--- src/rtl/dmem_arbiter.sv ---
// Round-robin two-port controller for a single-port word-wide data memory.
// Byte/half/word accesses map onto word accesses; sub-word stores use read-modify-write.
module dmem_arbiter #(
   parameter int N = 1024
) (
   input  logic                 clk,
   input  logic                 rst_n,
   input  logic                 p0_req,
   input  logic                 p0_we,
   input  logic [31:0]          p0_addr,
   input  logic [1:0]           p0_size,
   input  logic                 p0_uns,
   input  logic [31:0]          p0_wdata,
   output logic                 p0_gnt,
   output logic                 p0_done,
   output logic [31:0]          p0_rdata,
   output logic                 p0_err,
   input  logic                 p1_req,
   input  logic                 p1_we,
   input  logic [31:0]          p1_addr,
   input  logic [1:0]           p1_size,
   input  logic                 p1_uns,
   input  logic [31:0]          p1_wdata,
   output logic                 p1_gnt,
   output logic                 p1_done,
   output logic [31:0]          p1_rdata,
   output logic                 p1_err,
   output logic [$clog2(N)-1:0] mem_a,
   output logic [31:0]          mem_wd,
   output logic                 mem_we,
   input  logic [31:0]          mem_rd
);

   localparam int IW = $clog2(N);

   typedef enum logic [1:0] {IDLE, ACCESS, CAPTURE, WRITEBACK} state_t;

   state_t          state;
   logic            last_gnt;
   logic            owner;
   logic            lat_we;
   logic [1:0]      lat_size;
   logic            lat_uns;
   logic [31:0]     lat_wdata;
   logic [IW-1:0]   lat_idx;
   logic [1:0]      lat_lane;
   logic            lat_err;
   logic [31:0]     merged;

   logic            sel_we;
   logic [31:0]     sel_addr;
   logic [1:0]      sel_size;
   logic            sel_uns;
   logic [31:0]     sel_wdata;
   logic            word_st;
   logic            done_any;
   logic [31:0]     rdata_any;
   logic            err_any;

   function automatic logic addr_err(input logic [31:0] addr, input logic [1:0] size);
      logic bad_align;
      bad_align = (size == 2'b01 && addr[0]) || (size == 2'b10 && addr[1:0] != 2'b00);
      return (size == 2'b11) || bad_align || ((addr >> (IW + 2)) != 32'd0);
   endfunction

   function automatic logic [31:0] load_ext(input logic [31:0] rd, input logic [1:0] lane,
                                            input logic [1:0] size, input logic uns);
      logic [7:0]  b;
      logic [15:0] h;
      b = rd[{lane, 3'b000} +: 8];
      h = lane[1] ? rd[31:16] : rd[15:0];
      case (size)
         2'b00:   return {{24{b[7] & ~uns}}, b};
         2'b01:   return {{16{h[15] & ~uns}}, h};
         default: return rd;
      endcase
   endfunction

   function automatic logic [31:0] merge_sub(input logic [31:0] rd, input logic [15:0] wd,
                                             input logic [1:0] lane, input logic [1:0] size);
      logic [31:0] m;
      m = rd;
      if (size == 2'b00)
         m[{lane, 3'b000} +: 8] = wd[7:0];
      else if (lane[1])
         m[31:16] = wd;
      else
         m[15:0] = wd;
      return m;
   endfunction

   // Grant only from IDLE; on a tie the port not granted last wins.
   always_comb begin
      p0_gnt = 1'b0;
      p1_gnt = 1'b0;
      if (state == IDLE) begin
         if (p0_req && p1_req) begin
            p0_gnt = last_gnt;
            p1_gnt = ~last_gnt;
         end else begin
            p0_gnt = p0_req;
            p1_gnt = p1_req;
         end
      end
   end

   assign sel_we    = p1_gnt ? p1_we    : p0_we;
   assign sel_addr  = p1_gnt ? p1_addr  : p0_addr;
   assign sel_size  = p1_gnt ? p1_size  : p0_size;
   assign sel_uns   = p1_gnt ? p1_uns   : p0_uns;
   assign sel_wdata = p1_gnt ? p1_wdata : p0_wdata;

   always_ff @(posedge clk or negedge rst_n) begin
      if (!rst_n) begin
         state    <= IDLE;
         last_gnt <= 1'b1;
         owner    <= 1'b0;
      end else begin
         case (state)
            IDLE: if (p0_gnt || p1_gnt) begin
               state    <= ACCESS;
               owner    <= p1_gnt;
               last_gnt <= p1_gnt;
            end
            ACCESS:    state <= (lat_err || word_st) ? IDLE : CAPTURE;
            CAPTURE:   state <= lat_we ? WRITEBACK : IDLE;
            default:   state <= IDLE;
         endcase
      end
   end

   // Request fields and the merge word carry no reset; every use is gated by state.
   always_ff @(posedge clk) begin
      if (p0_gnt || p1_gnt) begin
         lat_we    <= sel_we;
         lat_size  <= sel_size;
         lat_uns   <= sel_uns;
         lat_wdata <= sel_wdata;
         lat_idx   <= sel_addr[IW+1:2];
         lat_lane  <= sel_addr[1:0];
         lat_err   <= addr_err(sel_addr, sel_size);
      end
      if (state == CAPTURE && lat_we)
         merged <= merge_sub(mem_rd, lat_wdata[15:0], lat_lane, lat_size);
   end

   assign word_st   = lat_we && (lat_size == 2'b10);
   assign done_any  = (state == ACCESS && (lat_err || word_st)) ||
                      (state == CAPTURE && !lat_we) || (state == WRITEBACK);
   assign err_any   = (state == ACCESS) && lat_err;
   assign rdata_any = (state == CAPTURE && !lat_we) ?
                      load_ext(mem_rd, lat_lane, lat_size, lat_uns) : 32'd0;

   assign p0_done  = done_any && !owner;
   assign p1_done  = done_any &&  owner;
   assign p0_err   = err_any  && !owner;
   assign p1_err   = err_any  &&  owner;
   assign p0_rdata = owner ? 32'd0 : rdata_any;
   assign p1_rdata = owner ? rdata_any : 32'd0;

   assign mem_a  = ((state == ACCESS && !lat_err) || state == CAPTURE || state == WRITEBACK) ?
                   lat_idx : '0;
   assign mem_we = (state == ACCESS && !lat_err && word_st) || (state == WRITEBACK);
   assign mem_wd = (state == ACCESS && !lat_err && word_st) ? lat_wdata :
                   (state == WRITEBACK) ? merged : 32'd0;

endmodule

--- config.mk ---
export PLATFORM = sky130hd
export DESIGN_NAME = dmem_arbiter
export DESIGN_NICKNAME = d
export VERILOG_FILES = /design/src/rtl/dmem_arbiter.sv
export SDC_FILE = /design/constraint.sdc
export NUM_CORES = 1
export LEC_CHECK = 0
export BUFFER_PORTS_ARGS = -buffer_cell sky130_fd_sc_hd__buf_2
export CAP_MARGIN = 20
export CORE_MARGIN = 8
export CORE_UTILIZATION = 49
export DETAILED_ROUTE_END_ITERATION = 12
export GPL_ROUTABILITY_DRIVEN = 0
export PLACE_DENSITY = 0.88
export RECOVER_POWER = 100
export SLEW_MARGIN = 30
export SYNTH_ARGS = -nofsm -noshare
export SYNTH_HDL_FRONTEND = slang
export SYNTH_SLANG_ARGS = --single-unit
--- constraint.sdc ---
create_clock -name clk -period 5 [get_ports clk]
set_input_delay 1 -clock clk [delete_from_list [all_inputs] [get_ports clk]]
set_output_delay 1 -clock clk [all_outputs]
set_load 0.01 [all_outputs]
== Word level (Yosys, flattened, before mapping) ==
Cells that the tools add are included.

* ROM bits: 0
* Input bits: 172
* Register bits after elaboration: 85
* Output and inout port bits: 113
* Memories kept: 0
* Word-level logic and storage cells: 85
* RAM bits: 0
* Latch bits: 0

* Multiplexer cells: 25
* $add $sub $neg: 1
* Reduce and logical (&&, ||, !) cells: 32
* Shift-type cells: 3
* Multiply operators: 0
* Bitwise gates (word level): 4
* $lt $le $gt $ge: 0
* Equal/unequal tests: 9
* Div/mod/pow operators: 0

{| class="wikitable"
|+ Operators by type and width
! cell !! count
|-
| two-way mux 32 bit || 8
|-
| case mux 32 bit (2 select lines) || 1
|-
| two-way mux 16 bit || 3
|-
| bitwise mux 32 bit || 1
|-
| nonzero test 32 bit || 1
|-
| variable shift 8 x 7 -> 32 bit, first input constant || 1
|-
| variable part select 32 x 6 -> 8 bit || 1
|-
| variable part select 8 x 7 -> 32 bit || 1
|-
| logical AND 1 bit || 14
|-
| == test 2 bit, second input constant || 5
|-
| logical OR 1 bit || 10
|-
| two-way mux 10 bit || 1
|-
| two-way mux 2 bit || 4
|-
| negation 5 -> 7 bit || 1
|-
| == test 2 x 1 -> 1 bit, second input constant || 3
|-
| two-way mux 1 bit || 6
|-
| case mux 2 bit (3 select lines) || 1
|-
| zero test 2 bit || 2
|-
| zero test 1 bit || 3
|-
| bitwise AND 1 bit || 2
|-
| inequality test 2 x 1 -> 1 bit, second input constant || 1
|-
| inverter 1 bit || 2
|-
| AND reduction 2 bit || 1
|-
| nonzero test 2 bit || 1
|}

== Logic depth before layout (Yosys ltp) ==
* Depth after elaboration: 9
* Depth in mapped cells: 8
* Mapped depth without buffers: 6

== Worst setup path before layout ==
Ideal clock, no wire load.

* Path type: input to output
* Start point: in mem_rd[31]
* End point: out p0_rdata[21]
* Buffers on the path: 1
* Required time: 4,000 ps
* Cell stages on the path: 5
* Data arrival time: 2,083 ps
* Setup slack: 1,917 ps
* Path through: mux4_2 -> or2_4 -> nand4_2 -> buf_4 -> o21ai_1

* Word-level cells in the longest chain between the ends: 5
* Elaborated cells on any way between the ends: 7
* Classes of those cells: shift (1); mux (4); bitwise (2)

{| class="wikitable"
|+ Ends and longest elaborated chain
! element !! line !! text
|-
| from (decl) || 31 || <nowiki>input logic [31:0] mem_rd</nowiki>
|-
| variable part select 32 x 6 -> 8 bit / two-way mux 16 bit (equally long branches) || 70, 71 ||
|-
| bitwise AND 1 bit, on equally long branches || 73, 74 ||
|-
| case mux 32 bit (2 select lines) * || 72 || <nowiki>case (size)</nowiki>
|-
| two-way mux 32 bit * || 151 || <nowiki>assign rdata_any = (state == CAPTURE && !lat_we) ?</nowiki>
|-
| two-way mux 32 bit * || 158 || <nowiki>assign p0_rdata = owner ? 32'd0 : rdata_any;</nowiki>
|-
| to (decl) || 16 || <nowiki>output logic [31:0] p0_rdata,</nowiki>
|}

Mark *: on every way between the ends. The rest lies on a longest branch, timed or not.

== Worst setup path after layout ==
* Start point: reg lat_size[0]
* End point: out mem_wd[7]

* Word-level cells in the longest chain between the ends: 4

{| class="wikitable"
|+ Ends and longest elaborated chain
! element !! line !! text
|-
| from (decl) || 42 || <nowiki>logic [1:0] lat_size;</nowiki>
|-
| from (signal assigned) || 136 || <nowiki>lat_size <= sel_size;</nowiki>
|-
| == test 2 bit || 147 || <nowiki>assign word_st = lat_we && (lat_size == 2'b10);</nowiki>
|-
| logical AND 1 bit || 147 ||
|-
| logical AND 1 bit || 164 || <nowiki>assign mem_wd = (state == ACCESS && !lat_err && word_st) ? lat_wdata :</nowiki>
|-
| two-way mux 32 bit || 164 ||
|-
| to (decl) || 29 || <nowiki>output logic [31:0] mem_wd,</nowiki>
|}

Every way passes these cells.

==> out/qor.yml <==
layout:
  n_antenna_cell: 0
  final_nets: 1039
  drive_gt1_share_pct: 26.2
  syn2layout_area_growth_pct: 29.4
sta:
  hold_ws_ns: 0.472
  rsz0062_at_grt: "false"
  max_freq_ghz: 0.231
  fin_crit_sh_pct: 86.4
  tightest_slew_ns: 1.98
  skew_ns: 0.0108
  finalHoldViolCount: 0
  tns_ns: 0
  layout_min_cycle_time_ns: 4.32
  maxSlewViolCount: 126
  maxSlewHeadroom_pct: -32.2
  setup_viol: 0
grt:
  grt_max_degree: 50
  grt_use_met3_pct: 10.2
  antenna_found_initial: 0
  grtUsageTotal_pct: 25.7
  use_met2_pct: 41.9
  grt_pass1_wl_mm: 29.7
  grt_pass1_vias: 5486
  overflow: 0
  gr-max-usage-layer: "met2"
  use_met1_pct: 30.7
floorplan:
  placeableCoreArea_um2: 10700
  initial_core_util_pct: 49.9
  io_pins: 285
  die_x_um: 121
  std_cell_rows: 38
  die_h_um: 121
  dieArea_um2: 14500
clock_network:
  clockBufferDepth: 2
  cts_resized: 0
  cts_setup_buffers: 0
  cts.sinks: 85
  clock-root-buffer: "clkbuf_8"
  ctsHoldBuffers: 0
  worstSkewPairLatency_ns: 0.35
  clkTransAtPathRegs_ns: 0.08
  cts.htree.levels: 3
  cts_buffers: 9
  cts_tree: "built"
placement:
  io_buffer_count: 284
  place_hpwl_mm: 15.0
synthesis:
  synthTopCellsByArea: "edfxtp_1 (45%), nand2_1 (14%), a22o_1 (7.8%), a221o_1 (2.6%), o21ai_1 (2.5%)"
  synth_area_um2: 5360
  synth_edf_count: 81
  syn_inst: 599
  yosys_warnings: 0
  ys_async_sr_fraction_pct: 4.71
  syn_area_per_cell_um2: 8.94
  yosysTopAreaCell: "edfxtp_1"
  synth-main-ff-cell: "edfxtp_1"
  synth_fp_nets: 776
  synth_top_area_share_pct: 45.4
  ys_seq_area_share_pct: 47.3
  synth.distinct_cells: 41
  ys_seq_elements: 85
drt:
  viasPerCell: 5.71
  wirelength_mm: 19.4
  detail-route-antenna-nets: 0
  vias: 5755
  drc: 0
  dr.pass1.iters: 9
  wl_per_cell_um: 19.2
  drt_iter0_markers: 684
critical_path:
  cp-end-kind: "primary output"
  rr_worst_depth: 4
  ff2ff_setup_slack_ns: 1.32
  worstReg2RegEnd: "lat_wdata[0]$_DFFE_PP_"
  path_class: "flip-flop to primary output"
  setup.worst_path.start_class: "flip-flop"
  reg2reg_from: "last_gnt$_DFFE_PN1P_"
  arrival_ns: 3.32
  critical_path.cell_chain: "nand3b_1, nor3_1, clkbuf_2, a22o_1, clkbuf_1"
  worstPathMaxFanout: 25
  crit_required_ns: 4.00
  slowest_delay_ns: 0.98
  slowest_stage: "nor3_1"
power:
  ir_drop_mv: 0.246
  leakagePower_nw: 3.18
  powerDensity_nw_per_um2: 370
hold_path:
  min_path_type: "input pin to async pin"
run_status:
  violations: "max-capacitance violations, max-slew violations"
  outcome: "finished, violations left"
flow_run:
  maxCapViolCount: 3
synthesized netlist by cell type (11+ instances only):
cell type  instances
nand2_1          193
o21ai_0           22
nor2_1            24
inv_1             14
nor2b_1           11
a21oi_1           16
clkbuf_1          19
a22oi_1           11
edfxtp_1          81
a221o_1           14
o21ai_1           27
a22o_1            48
nand2b_1          12
nand3b_1          11
buf_2             12
kinds of logic (layout without fill, tap and decap cells):
family | count (synthesis) | after routing | share of synthesized area [%]
and+or+nand+nor | 292 | 292 | 24.5
buffers and inverters | 54 | 322 | 4.27
DFF | 85 | 85 | 47.3
AOI/OAI and AO/OA | 155 | 155 | 21.1
muxes | 8 | 8 | 1.73
adders and majority gates | 5 | 5 | 1.17
layer usage:
| metal | routed length [µm] | vias up |
|---|---|---|
| met1 | 7080 | 2631 |
| met5 | 0 | - |
| li1 | - | 2707 |
| met4 | 469 | 0 |
| met3 | 2380 | 53 |
| met2 | 9440 | 364 |
worst max path at each step:
stage | start | to | slack (ns)
2_1_floorplan | mem_rd[31] | p0_rdata[21] | 1.92
6_report | lat_size[0]$_DFFE_PP_ | mem_wd[7] | 0.68
3_3_place_gp | state[0]$_DFFE_PN0P_ | p1_rdata[14] | 1.55
5_1_grt | lat_lane[1]$_DFFE_PP_ | p0_rdata[30] | 0.46
3_5_place_dp | state[0]$_DFFE_PN0P_ | p0_rdata[14] | 1.49
4_1_cts | state[0]$_DFFE_PN0P_ | p1_rdata[14] | 1.09
stage by stage:
stage          utilization, %  instances  power, W  area (µm²)  setup slack [ns]
2_1_floorplan               -        599   0.00172        5360              1.92
3_3_place_gp             63.7        991   0.00202        6850              1.55
3_5_place_dp             63.8        991   0.00204        6850              1.49
4_1_cts                  65.8       1007   0.00257        7070              1.09
5_1_grt                  64.5       1007   0.00271        6930             0.464
6_report                 64.5       1007   0.00257        6930             0.680
cell usage in the layout, fill, tap and decap left out, drive strengths merged, types with 2 or more instances in the layout:
cell | Yosys | routed
buf | 20 | 200
nand2 | 193 | 193
clkbuf | 19 | 101
edfxtp | 81 | 81
o21ai | 49 | 49
a22o | 48 | 48
nor2 | 26 | 26
a21oi | 16 | 16
inv | 15 | 15
a221o | 14 | 14
nand2b | 12 | 12
nand3b | 11 | 11
a22oi | 11 | 11
nor2b | 11 | 11
nor4 | 10 | 10
nor3 | 8 | 8
a222oi | 8 | 8
and2 | 8 | 8
mux2i | 7 | 7
nand3 | 5 | 5
ha | 5 | 5
clkinv | 0 | 4
o21a | 3 | 3
dfrtp | 3 | 3
a41o | 2 | 2
nand4 | 2 | 2
o22ai | 2 | 2
bufinv | 0 | 2
or2 | 2 | 2
worst max-delay path: cells and delay by family (launching register included):
family	cells	cell delay (ns)
and+or+nand+nor	2	1.27
buffers and inverters	2	0.80
DFF	1	0.64
AOI/OAI and AO/OA	1	0.26
state kept, by name (all words and copies together), names as in the netlist, 2 cells and up:
name,cells
lat_wdata,32
lat_size,2
state,2
lat_idx,10
lat_lane,2
merged,32
final cells by class:
class	count	area, µm²
flip-flops and latches	85	2530
repair buffers	291	1350
inverters	15	56.3
clock buffers	10	128
fillers	961	3810
multi-input cells	460	2600
well taps	140	175
clock inverters	6	86.3
power breakdown:
part,internal [W],total (W),switching [W]
clock,0.000282,0.000527,0.000245
sequential,0.00102,0.00117,0.000145
combinational,0.000312,0.000874,0.000563
Note: power is estimated with default switching activity, not from simulation.
